### src/rtl/imem_loader_pkg.sv
// Shared types and constants for the boot-time instruction-memory loader.
package imem_loader_pkg;

  typedef enum logic [2:0] {
    ST_LEN0,
    ST_LEN1,
    ST_DATA,
    ST_WRITE,
    ST_CSUM,
    ST_DONE,
    ST_ERR
  } loader_state_t;

  localparam int unsigned LOADER_LEN_BYTES  = 2;
  localparam int unsigned LOADER_WORD_BYTES = 4;

  localparam logic [31:0] LOADER_DEFAULT_BASE = 32'h0000_0000;

endpackage

### src/rtl/imem_loader_word_assembler.sv
// Shifts accepted stream bytes into a little-endian 32-bit word; flags the last byte of each word.
module word_assembler
  import imem_loader_pkg::*;
(
  input  logic        clk,
  input  logic        reset,
  input  logic        clear,
  input  logic        en,
  input  logic [7:0]  byte_in,
  output logic [31:0] word,
  output logic        word_ready_c
);

  localparam int unsigned CNT_W = $clog2(LOADER_WORD_BYTES);
  localparam logic [CNT_W-1:0] LAST_BYTE = CNT_W'(LOADER_WORD_BYTES - 1);

  logic [CNT_W-1:0] cnt;

  assign word_ready_c = en && (cnt == LAST_BYTE);

  // New bytes enter at the top so the first byte ends up least significant.
  always_ff @(posedge clk or posedge reset) begin
    if (reset) begin
      cnt  <= '0;
      word <= '0;
    end else if (clear) begin
      cnt  <= '0;
      word <= '0;
    end else if (en) begin
      cnt  <= cnt + CNT_W'(1);
      word <= {byte_in, word[31:8]};
    end
  end

endmodule

### src/rtl/imem_loader.sv
// Boot loader: length-prefixed byte stream -> sequential instruction-memory writes, then core release.
// Optional trailing mod-256 payload checksum enabled by defining IMEM_LOADER_CHECKSUM_EN.
module imem_loader
  import imem_loader_pkg::*;
#(
  parameter int unsigned ADDR_WIDTH = 10,
  parameter logic [31:0] BASE_ADDR  = LOADER_DEFAULT_BASE
) (
  input  logic        clk,
  input  logic        reset,
  input  logic [7:0]  rx_data,
  input  logic        rx_valid,
  output logic        rx_ready,
  output logic        imem_we,
  output logic [31:0] imem_addr,
  output logic [31:0] imem_wdata,
  output logic        cpu_reset,
  output logic        done,
  output logic        error
);

  localparam int unsigned CNT_W     = LOADER_LEN_BYTES * 8;
  localparam logic [31:0] MAX_WORDS = 32'd1 << ADDR_WIDTH;

  loader_state_t    state;
  logic [7:0]       n_lo;
  logic [CNT_W-1:0] n_words;
  logic [CNT_W-1:0] idx;
  logic [CNT_W-1:0] idx_next;
  logic [CNT_W-1:0] n_hdr;
  logic             accept;
  logic             word_ready_c;
`ifdef IMEM_LOADER_CHECKSUM_EN
  logic [7:0]       sum;
`endif

  assign accept   = rx_valid && rx_ready;
  assign n_hdr    = {rx_data, n_lo};
  assign idx_next = idx + CNT_W'(1);

  word_assembler u_asm (
    .clk          (clk),
    .reset        (reset),
    .clear        (accept && (state == ST_LEN1)),
    .en           (accept && (state == ST_DATA)),
    .byte_in      (rx_data),
    .word         (imem_wdata),
    .word_ready_c (word_ready_c)
  );

  // Outputs are updated alongside each state transition so they always decode the current state.
  always_ff @(posedge clk or posedge reset) begin
    if (reset) begin
      state     <= ST_LEN0;
      n_lo      <= '0;
      n_words   <= '0;
      idx       <= '0;
      rx_ready  <= 1'b1;
      imem_we   <= 1'b0;
      imem_addr <= BASE_ADDR;
      cpu_reset <= 1'b1;
      done      <= 1'b0;
      error     <= 1'b0;
`ifdef IMEM_LOADER_CHECKSUM_EN
      sum       <= '0;
`endif
    end else begin
      imem_we <= 1'b0;
      unique case (state)
        ST_LEN0: begin
          if (accept) begin
            n_lo  <= rx_data;
            state <= ST_LEN1;
          end
        end
        ST_LEN1: begin
          if (accept) begin
            n_words <= n_hdr;
            if (32'(n_hdr) > MAX_WORDS) begin
              state    <= ST_ERR;
              rx_ready <= 1'b0;
              error    <= 1'b1;
            end else if (n_hdr == '0) begin
`ifdef IMEM_LOADER_CHECKSUM_EN
              state     <= ST_CSUM;
`else
              state     <= ST_DONE;
              rx_ready  <= 1'b0;
              cpu_reset <= 1'b0;
              done      <= 1'b1;
`endif
            end else begin
              state <= ST_DATA;
            end
          end
        end
        ST_DATA: begin
`ifdef IMEM_LOADER_CHECKSUM_EN
          if (accept) sum <= sum + rx_data;
`endif
          if (word_ready_c) begin
            state    <= ST_WRITE;
            imem_we  <= 1'b1;
            rx_ready <= 1'b0;
          end
        end
        ST_WRITE: begin
          idx       <= idx_next;
          imem_addr <= imem_addr + 32'd4;
          if (idx_next == n_words) begin
`ifdef IMEM_LOADER_CHECKSUM_EN
            state    <= ST_CSUM;
            rx_ready <= 1'b1;
`else
            state     <= ST_DONE;
            cpu_reset <= 1'b0;
            done      <= 1'b1;
`endif
          end else begin
            state    <= ST_DATA;
            rx_ready <= 1'b1;
          end
        end
`ifdef IMEM_LOADER_CHECKSUM_EN
        ST_CSUM: begin
          if (accept) begin
            rx_ready <= 1'b0;
            if (rx_data == sum) begin
              state     <= ST_DONE;
              cpu_reset <= 1'b0;
              done      <= 1'b1;
            end else begin
              state <= ST_ERR;
              error <= 1'b1;
            end
          end
        end
`endif
        default: ;
      endcase
    end
  end

endmodule

### config.mk
export PLATFORM = sky130hd
export DESIGN_NAME = imem_loader
export DESIGN_NICKNAME = d
export VERILOG_FILES = /design/src/rtl/imem_loader_pkg.sv /design/src/rtl/imem_loader_word_assembler.sv /design/src/rtl/imem_loader.sv
export SDC_FILE = /design/constraint.sdc
export NUM_CORES = 1
export LEC_CHECK = 0
export CORE_UTILIZATION = 45
export CTS_CLUSTER_DIAMETER = 100
export CTS_CLUSTER_SIZE = 10
export DETAILED_ROUTE_END_ITERATION = 12
export PLACE_DENSITY = 0.74
export SLEW_MARGIN = 15
export SYNTH_ARGS = -nofsm -noshare
export SYNTH_HDL_FRONTEND = slang
export SYNTH_SLANG_ARGS = --single-unit
### constraint.sdc
create_clock -name clk -period 6.35 [get_ports clk]
set_clock_uncertainty 0.1 [all_clocks]
set_input_delay 0.635 -clock clk [delete_from_list [all_inputs] [get_ports clk]]
set_output_delay 0.635 -clock clk [all_outputs]
set_load 0.02 [all_outputs]
-- Yosys cells after proc, flatten, opt, wreduce, memory -nomap -nowiden
Index checks and enable logic that the tools add are counted.
- register bits after elaboration: 114
- logic and storage cells: 73
- output and inout bits: 69
- reduce and logical (&&, ||, !) cells: 16
- muxes and demuxes: 28
- order comparisons: 1
- add/sub/neg operators: 3
- equality and inequality tests: 13
- operators with widths (cell ; count):
    $mux W32 ; 2
    $add A32 B3 Y32 const B ; 1
    $mux W3 ; 6
    $add A16 B1 Y16 const B ; 1
    $eq A16 B16 Y1 ; 1
    $gt A16 B11 Y1 const B ; 1
    $logic_not A16 Y1 ; 1
    $mux W1 ; 14
    $pmux W3 S4 ; 1
    $ne A2 B2 Y1 const B ; 5
    $reduce_and A5 Y1 ; 2
    $eq A3 B2 Y1 const B ; 2
    $logic_and A1 B1 Y1 ; 4
    $mux W2 ; 2
    $ne A2 B1 Y1 const B ; 2
    $pmux W1 S2 ; 2
    $reduce_and A2 Y1 ; 2
    $reduce_and A4 Y1 ; 1
    $reduce_bool A2 Y1 ; 2
    $reduce_bool A4 Y1 ; 1
    $eq A3 B1 Y1 const B ; 1
    $logic_not A3 Y1 ; 1
    $ne A3 B1 Y1 const B ; 1
    $pmux W1 S3 ; 1
    4 further kinds ; 4

-- Depth between registers and ports, before layout
Gate-level depths: netlist of run 1.
- depth in word-level cells: 5
- gate-level depth with buffers: 8
- mapped depth without buffers: 7

-- Cells and area by module
A second synthesis of run 1 with hierarchy kept.
- cell total of the unflattened synthesis: 473
- area, all modules: 5381.4 µm²
- by module, submodules not included (module ; area each (µm²) ; times used ; cells each):
    imem_loader ; 3950.0 ; 1 ; 360
    word_assembler ; 1431.4 ; 1 ; 113

-- Least setup slack after synthesis of run 1
OpenSTA, ideal clock, no wires.
- kind: flip-flop to flip-flop
- from: reg idx[0]
- to: reg rx_ready
- stages on the path, launching flop included: 8
- library setup time: 79 ps
- path slack: 4062 ps
- arrival: 2109 ps
- data required time: 6171 ps
- period minus slack after synthesis: 2288 ps
- path through: dfrtp_1 -> ha_1 -> nand3_2 -> or4b_1 -> a31oi_1 -> o2111ai_1 -> or3_1 -> a22o_1
- longest elaborated chain between the ends: 4
- ends and longest elaborated chain (element ; line ; source):
    from (decl) ; imem_loader.sv:28 ; logic [CNT_W-1:0] idx;
    from (signal assigned) ; imem_loader.sv:108 ; idx <= idx_next;
    $add A16 B1 Y16 ; imem_loader.sv:39 ; assign idx_next = idx + CNT_W'(1);
    $eq A16 B16 Y1 ; imem_loader.sv:110 ; if (idx_next == n_words) begin
    $ne A2 B2 Y1 (no line) ; -- ;
    $reduce_and A5 Y1 (no line) ; -- ;
    to (signal assigned) ; imem_loader.sv:58 ; rx_ready <= 1'b1;
    to (signal assigned) ; imem_loader.sv:104 ; rx_ready <= 1'b0;
    to (signal assigned) ; imem_loader.sv:121 ; rx_ready <= 1'b1;
    to (decl) ; imem_loader.sv:13 ; output logic rx_ready,
No other way between the ends.
A chain may end at the register's enable or synchronous reset.

-- Worst setup path in the final report of run 1
- from: reg idx[3]
- to: reg state[2]
- longest elaborated chain between the ends: 4
- ends and longest elaborated chain (element ; line ; source):
    $add A16 B1 Y16 ; imem_loader.sv:39 ;
    $eq A16 B16 Y1 ; imem_loader.sv:110 ;
    $mux W3 ; imem_loader.sv:110 ;
    $pmux W3 S4 ; imem_loader.sv:69 ; unique case (state)
    to (signal assigned) ; imem_loader.sv:73 ; state <= ST_LEN1;
    to (signal assigned) ; imem_loader.sv:115 ; state <= ST_DONE;
    to (signal assigned) ; imem_loader.sv:120 ; state <= ST_DATA;
    to (decl) ; imem_loader.sv:25 ; loader_state_t state;
No other way between the ends.

==> flow_summary.ini, run 1 <==
[detailed_routing]
drtIter0Drc = 145
via_per_inst = 5.55
drc = 0
first_pass_iters = 4
detail_route.wl_per_cell_um = 16.3
drt_wl_total_um = 10700
postRouteAntennaNets = 0
vias = 3640

[grt]
antenna_found_initial = 0
grt_start_max_net_pins = 58
grt_overflow_total = 0
first_global_vias = 3595
grt_pass1_wl_um = 18000
grt_usage_pct = 19.4

[outcome]
status = finished, final reports clean

[synthesis]
synthArstFlopShare_pct = 100
ys_warn_count = 0
synth_edf_count = 0
synth_cell_types = 58
syn_avg_cell_area_um2 = 11.6
synthCells = 440
syn_area_mm2 = 0.00511
synth.largest_area_cell = dfrtp_1
synth_ff_type = dfrtp_1
synth_top_area_share_pct = 53.8
ys_seq_area_share_pct = 54.9
ys_seq_elements = 112
synth_area_leaders = dfrtp_1, xnor2_1, mux2_2

[finish]
antenna_cells = 0
fin_nets = 525
area_growth_syn_to_layout_pct = 23.3
design_area_mm2 = 0.00630
n_fill_cell = 914
drive_above_1_share_pct = 11.2

[min_path]
min_path_type = register to register
whs_path_depth = 1

[clock_tree]
postCtsSetupRepairBufs = 0
ctsHoldBuffers = 0
clk_latency_ns = 0.34
ctsResizeCount = 0
numCtsBuffers = 9
clkTransAtPathRegs_ns = 0.08
clock_sinks = 112
htreeDepth = 3
cts_root_buffer = clkbuf_16
clk_path_buf_depth = 2
tritoncts = built

[die]
coreArea_mm2 = 0.0109
design.die.area_mm2 = 0.0118
die_y_um = 109
start_util_pct = 46.8
die_w_um = 109
ioPinCount = 80
rows = 38

[worst_setup_path]
path_max_fanout = 12
crit_path_start_kind = register
ff2ff_path_depth = 6
required_ns = 6.53
regToRegSetupSlack_ns = 3.54
endpoint_kind = register
worstSetupPathType = register to register
cp.arrival_ns = 2.99

[place]
port_buffers = 77
post-dp-hpwl_um = 7660
placed_area_mm2 = 0.00598
gp_congestion = 0.855

[timing]
setup_viol = 0
final.min_clock_period_ns = 2.81
rsz0062_at_grt = false
max_slew_margin_pct = 45.8
worst_pin_slew_ns = 0.806
holdWs_ns = 0.381
slew_violations = 0
finalHoldViolations = 0
finalCritPeriodShare_pct = 44.2
fin_tns_setup_ns = 0
fmaxAchievable_mhz = 356

[power_and_ir_drop]
ir_drop_uv = 160
cellPowerDensity_mw_per_mm2 = 206
power_leakage_uw = 0.00282

[job]
drv_cap = 0
-- placed cells by master, fill, tap and decap left out, drive strengths merged, types with 4 or more instances in the layout --
cell type,synthesis,routed
xor2,21,21
xnor2,41,41
a22o,33,33
and3,4,4
o21ai,5,5
clkdlybuf4s50,0,77
or3,6,6
nor2,28,28
dfrtp,110,110
mux2,26,26
nand2,27,27
or4,4,4
nand3,25,25
nor3,13,13
nand4,16,16
nor4,8,8
clkinv,0,5
inv,9,11
clkbuf,12,9
-- sequential cells by signal, indices dropped and copies added, names as in the netlist --
register and count:
u_asm.cnt 2, idx 16, rx_ready 1, u_asm.word 32
n_words 16, imem_addr 30, state 3, done 1
error 1, n_lo 8, cpu_reset 1, imem_we 1
-- synth_stat cells, types with 2 or more instances --
cell	count
clkbuf_2	2
buf_2	3
a22o_1	33
nor3b_1	2
nand2b_1	2
inv_1	9
or3_1	5
nand3_1	24
and3_1	3
nor2b_1	3
nand4_1	15
ha_1	3
nor3_1	13
o21ai_0	5
or4_1	4
dfrtp_1	110
nand2_1	27
xor2_1	21
mux2i_1	2
a31oi_1	3
clkbuf_1	9
o22ai_1	2
o211ai_1	2
nor4_1	7
nor2_1	28
mux2_2	26
buf_4	5
xnor2_1	41
dfstp_2	2
-- layout make-up --
cell class | count | area [um2] | area share, %
clock buffer | 9 | 225 | 3.57
clock inverter | 7 | 86.3 | 1.37
inverter | 9 | 36.3 | 0.576
multi-input combinational | 299 | 2180 | 34.6
sequential | 112 | 2810 | 44.5
tap | 140 | 175 | 2.78
timing repair buffer | 80 | 797 | 12.6
-- report_power, final --
| part | switching (uW) | internal [uW] | total [uW] |
|---|---|---|---|
| Clock | 280 | 282 | 562 |
| Combinational | 20.1 | 7.20 | 27.3 |
| Sequential | 0 | 713 | 713 |
| Total | 300 | 1000 | 1300 |
-- worst max-delay path, stage by stage, from the launching register on --
cell and delay [ns]:
dfrtp_1 0.49, nand4_2 0.34, or4_1 0.61, o22ai_1 0.15, a211oi_1 0.13, nor4_1 0.72
or3_1 0.21
-- final timing paths --
check | from | end
max in group asynchronous | reset | u_asm.cnt[1]
setup / recovery | idx[3] | state[2]
min in group asynchronous | reset | u_asm.word[23]
hold / removal | error | error
hold reg to reg | error | error
setup reg to reg | idx[3] | state[2]
-- logic make-up after synthesis --
kind of cell,after synthesis,share of synthesized area (%)
xor+xnor,63,11.1
fa+ha+maj,3,0.734
buf+inv,30,2.91
simple gates,145,14.9
other cells,1,0.0733
mux,28,6.12
flops,112,54.9
compound gates,58,9.27
-- stage by stage --
stage          std cells  worst slack (ns)  total power, uW  util [%]
2_1_floorplan        441              2.66              741         -
3_3_place_gp         639              3.14              754      54.7
3_5_place_dp         639              3.06              755      54.7
4_1_cts              655              3.45             1320      57.5
5_1_grt              656              3.39             1350      57.7
6_report             656              3.54             1300      57.7
-- layer usage --
layer  GRT usage [%]  vias to the layer above  part of all wire (%)
met5               0                        -                     0
met4            4.83                        0                  0.93
met3            2.95                        9                   3.9
met2            32.6                       88                    50
met1            26.4                     1820                    46
li1                -                     1723                     -
Note: power is estimated with default switching activity, not from simulation.
==> inputs of run 2 (changes only) <==
- clock period: 6.35 -> 2.7 ns (I/O delays scaled with it)
==> flow_summary.ini, run 2 (synthesis gave the netlist of run 1 again) <==
[outcome]
status = finished, final reports clean

[die]
die_w_um = 109
rows = 38
die_y_um = 109
ioPinCount = 80
design.die.area_mm2 = 0.0118
start_util_pct = 46.8
coreArea_mm2 = 0.0109

[worst_setup_path]
required_ns = 2.88
path_max_fanout = 11
cp.buffers_inverters = 1
cpPeakStageDelay_ns = 0.53
endpoint_kind = register
worstPathCellList = nand4_2, buf_4, or2_0, o41ai_2, nand4_1, or3_1, a22o_1
cp_top_family = simple AND/OR/NAND/NOR gates
cp.arrival_ns = 2.74
critPathSlowestCell = dfrtp_1
worstSetupPathType = register to register
crit_path_start_kind = register

[finish]
top_regs = u_asm.word (32), imem_addr (30)
largest_reg_flops = 32
antenna_cells = 0
final_common_cell = dfrtp_1
top_register = u_asm.word
area_growth_syn_to_layout_pct = 25.7
n_fill_cell = 910
fin_nets = 534
mostFrequentLayoutCells = dfrtp_1, clkdlybuf4s50_1, xnor2_1
drive_above_1_share_pct = 13.9

[timing]
slew_violations = 0
setup_viol = 0
max_slew_margin_pct = 54.8
final.min_clock_period_ns = 2.57
worst_pin_slew_ns = 0.677
finalHoldViolations = 0
rsz0062_at_grt = false
fmaxAchievable_mhz = 389
fin_tns_setup_ns = 0
finalCritPeriodShare_pct = 95.1

[detailed_routing]
postRouteAntennaNets = 0
vias = 3699
drt_wl_total_um = 10800
wl_met3_um = 506
met1_length_um = 4980
drtIter0Drc = 313
highest_layer = met4
via_per_inst = 5.56
first_pass_iters = 4
dr_wl_met2_um = 5220
drc = 0
detail_route.wl_per_cell_um = 16.3

[job]
drv_cap = 0

[clock_tree]
clock_sinks = 112
tritoncts = built
clk_path_buf_depth = 2
cts_root_buffer = clkbuf_16
ctsHoldBuffers = 0
ctsResizeCount = 0
clkTransAtPathRegs_ns = 0.08
numCtsBuffers = 9
htreeDepth = 3
postCtsSetupRepairBufs = 0
clk_latency_ns = 0.35

[place]
gp_congestion = 0.836
post-dp-hpwl_um = 7690
port_buffers = 77

[grt]
grt_overflow_total = 0
antenna_found_initial = 0
first_global_vias = 3526
grt_usage_pct = 19.6
grt_start_max_net_pins = 57
grt_pass1_wl_um = 17900

[power_and_ir_drop]
cellPowerDensity_mw_per_mm2 = 494
total_power_uw = 3180
power_leakage_uw = 0.00287
ir_drop_uv = 306

[min_path]
min_path_type = primary input to async pin
## run 2: worst min-delay path, stage by stage
cell and delay (ns):
clkdlybuf4s50_1 0.44, clkinvlp_4 0.12, buf_12 0.27
## run 2: per-layer routing
metal | track usage (%) | vias to the layer above
met5 | 0 | -
met4 | 7.43 | 0
met3 | 2.47 | 12
met2 | 30.5 | 106
met1 | 27.9 | 1851
li1 | - | 1730
## run 2: final timing paths
path	slack (ns)	start	to	cells after the start
worst min register to register	0.38	imem_addr[31]	imem_addr[31]	1
min in group clk	0.38	imem_addr[31]	imem_addr[31]	1
worst max register to register	0.13	idx[3]	rx_ready	7
max in group asynchronous	1.88	reset	rx_ready	3
worst max-delay path	0.13	idx[3]	rx_ready	7
worst min-delay path	0.26	reset	u_asm.word[0]	3
## run 2: cell type report
class	instances	area [um2]	share of cell area [%]
tap	140	175	2.73
multi-input combinational	299	2200	34.3
clock buffer	9	225	3.50
clock inverter	7	105	1.64
timing repair buffer	89	873	13.6
sequential	112	2810	43.7
inverter	9	37.5	0.584
## run 2: where the power goes
| group | internal, uW | switching (uW) |
|---|---|---|
| clock network | 759 | 673 |
| registers | 1680 | 0 |
| logic | 21.0 | 47.1 |
## run 2: per-stage QoR
stage / setup slack [ns] / hold WS, ns / util, % / cell area, um2 / std cells
2_1_floorplan: 0.412 / 0.310 / - / 5120 / 441
3_3_place_gp: 0.171 / 0.359 / 55.5 / 6070 / 649
5_1_grt: 0.00321 / 0.285 / 58.8 / 6430 / 665
4_1_cts: 0.0729 / 0.269 / 58.5 / 6400 / 665
6_report: 0.131 / 0.259 / 58.8 / 6430 / 665
3_5_place_dp: 0.100 / 0.369 / 55.5 / 6070 / 649
==> inputs of run 3 (changes only) <==
- ABC_AREA: default -> 1
- PLACE_DENSITY: 0.74 -> 0.73
- clock period: 2.7 -> 2.89 ns (I/O delays scaled with it)
==> flow_summary.ini, run 3 <==
[outcome]
status = finished, violations left
violations = DRC

[worst_setup_path]
rr_endpoint = imem_addr[22]
critPathSlowestCell = dfrtp_1
reg2reg_from = state[2]
path_max_fanout = 26
worstPathCellList = inv_2, nand3_4, clkinv_2, nand4_4, nor2_4, nand3_4, nor2_8, nand2_1, xor2_1, inv_1
endpoint_kind = register
startpoint = state[2]
worst-path-stages = 10
required_ns = 3.02
cp.arrival_ns = 2.40
cpPeakStageDelay_ns = 0.43
regToRegSetupSlack_ns = 0.62
cp.buffers_inverters = 3
crit_end = imem_addr[22]
ff2ff_path_depth = 10
cp_top_family = simple AND/OR/NAND/NOR gates
crit_path_start_kind = register
crit_top_cell = nand3_4
worstSetupPathType = register to register

[die]
ioPinCount = 80
die_y_um = 112
design.die.area_mm2 = 0.0125
die_w_um = 112
start_util_pct = 46.8
rows = 39
coreArea_mm2 = 0.0116

[detailed_routing]
dr_wl_met2_um = 5720
first_pass_iters = 9
wl_met3_um = 611
met1_length_um = 5560
drt_wl_total_um = 12000
detail_route.wl_per_cell_um = 14.1
vias = 4281
drtIter0Drc = 238
via_per_inst = 5.02
drc = 1
postRouteAntennaNets = 0
highest_layer = met4

[synthesis]
ys_seq_elements = 112
synth_top_area_share_pct = 50.6
yosys-mux-area-fraction_pct = 0
ys_warn_count = 0
synth_ff_type = dfrtp_1
synthCells = 627
synth_edf_count = 0
synth-adder-area-share_pct = 0.691
synthArstFlopShare_pct = 100
synth_area_leaders = dfrtp_1, nand2_1, inv_1
synthMostInstantiatedCell = nand2_1
synth_top_family_by_area = simple AND/OR/NAND/NOR gates
synth-xor-area-share_pct = 6.65
syn_area_mm2 = 0.00544
synth_common_cells = nand2_1, dfrtp_1, inv_1, o21ai_0, nand3_1
yosys.area_share.simple_pct = 24.2
ys_seq_area_share_pct = 51.6
synth_compound_area_share_pct = 8.61
synth.largest_area_cell = dfrtp_1
syn_avg_cell_area_um2 = 8.67
synth_cell_types = 42

[place]
dpl_worst_slack_ns = 0.639
port_buffers = 77
post-dp-hpwl_um = 8680
gp_congestion = 0.858
placed_cells = 836

[finish]
antenna_cells = 0
fin_nets = 718
area_growth_syn_to_layout_pct = 22.5
mostFrequentLayoutCells = nand2_1, dfrtp_1, inv_1
drive_above_1_share_pct = 7.62
final_common_cell = nand2_1
largest_reg_flops = 32
top_register = u_asm.word
top_regs = u_asm.word (32), imem_addr (30)
fin_cells = 852
n_fill_cell = 1023

[timing]
finalCritPeriodShare_pct = 78.4
setup_viol = 0
max_slew_margin_pct = 59.1
fin_tns_setup_ns = 0
fmaxAchievable_mhz = 441
worst_pin_slew_ns = 0.614
finalHoldViolations = 0
setup_ws_ns = 0.625
final.min_clock_period_ns = 2.27
slew_violations = 0
rsz0062_at_grt = false

[clock_tree]
clock_sinks = 112
postCtsSetupRepairBufs = 0
htreeDepth = 3
ctsResizeCount = 0
clk_path_buf_depth = 2
clkTransAtPathRegs_ns = 0.07
numCtsBuffers = 9
clk_latency_ns = 0.34
tritoncts = built
cts_root_buffer = clkbuf_16
ctsHoldBuffers = 0

[power_and_ir_drop]
power_leakage_uw = 0.00323
cellPowerDensity_mw_per_mm2 = 432
ir_drop_uv = 225

[grt]
antenna_found_initial = 0
grt_usage_pct = 20.7
grt_overflow_total = 0
grt_start_max_net_pins = 113
first_global_vias = 4336
grt_pass1_wl_um = 20900

[job]
drv_cap = 0

[min_path]
min_path_type = primary input to async pin
[run 3: changes by cell type in the layout (fill, tap and decap cells not counted), sizes merged, moves of 18 or more]
cell	change
inv	+83
o21ai	+44
nor2	+18
o22ai	+19
nand2	+137
xnor2	-27
a22o	-32
mux2	-26
[run 3: layout make-up]
type	instances	area, um2	share of cell area, %
inverter	97	369	5.55
clock buffer	11	243	3.65
sequential	112	2810	42.1
tap	143	179	2.69
multi-input combinational	403	2190	32.9
clock inverter	5	56.3	0.846
timing repair buffer	81	813	12.2
[run 3: worst min path at each step]
| stage | start | end | slack [ns] | cells after the start |
|---|---|---|---|---|
| 6_report | reset | u_asm.word[29] | 0.34 | 3 |
| 5_1_grt | done | done | 0.38 | 1 |
| 4_1_cts | done | done | 0.37 | 1 |
| 3_5_place_dp | done | done | 0.35 | 1 |
| 3_3_place_gp | done | done | 0.35 | 1 |
| 2_1_floorplan | rx_data[2] | n_words[10] | 0.31 | 2 |
[run 3: report_power, final]
group	total, uW	internal (uW)	switching (uW)
sequential	1570	1570	0
clock	1250	695	551
combinational	62.7	17.4	45.3
total	2880	2280	596
[run 3: worst reg2reg max path, stage by stage, from the launching register on]
cell,delay (ns)
dfrtp_1,0.43
inv_2,0.12
nand3_4,0.28
clkinv_2,0.33
nand4_4,0.17
nor2_4,0.15
nand3_4,0.12
nor2_8,0.15
nand2_1,0.09
xor2_1,0.17
inv_1,0.06
[run 3: through the flow]
step | power (uW) | cell area [um2] | hold slack (ns) | utilization (%)
after floorplan | 1630 | 5440 | 0.310 | -
after detailed placement | 1660 | 6360 | 0.355 | 54.7
final | 2880 | 6660 | 0.340 | 57.3
after global placement | 1660 | 6360 | 0.352 | 54.7
after CTS | 2900 | 6660 | 0.368 | 57.3
after global routing | 2970 | 6660 | 0.378 | 57.3
[run 3: routing by layer]
layer | vias up | track usage (%)
met2 | 92 | 34.2
met5 | - | 0
met4 | 0 | 6.85
met1 | 2036 | 27.0
li1 | 2139 | -
met3 | 14 | 4.63
[run 3: cell families (layout without fill, tap and decap cells)]
group | Yosys count | count (layout)
simple gates | 277 | 277
buf+inv | 113 | 194
flops | 112 | 112
compound gates | 83 | 83
xor+xnor | 38 | 38
fa+ha+maj | 3 | 3
other cells | 1 | 2
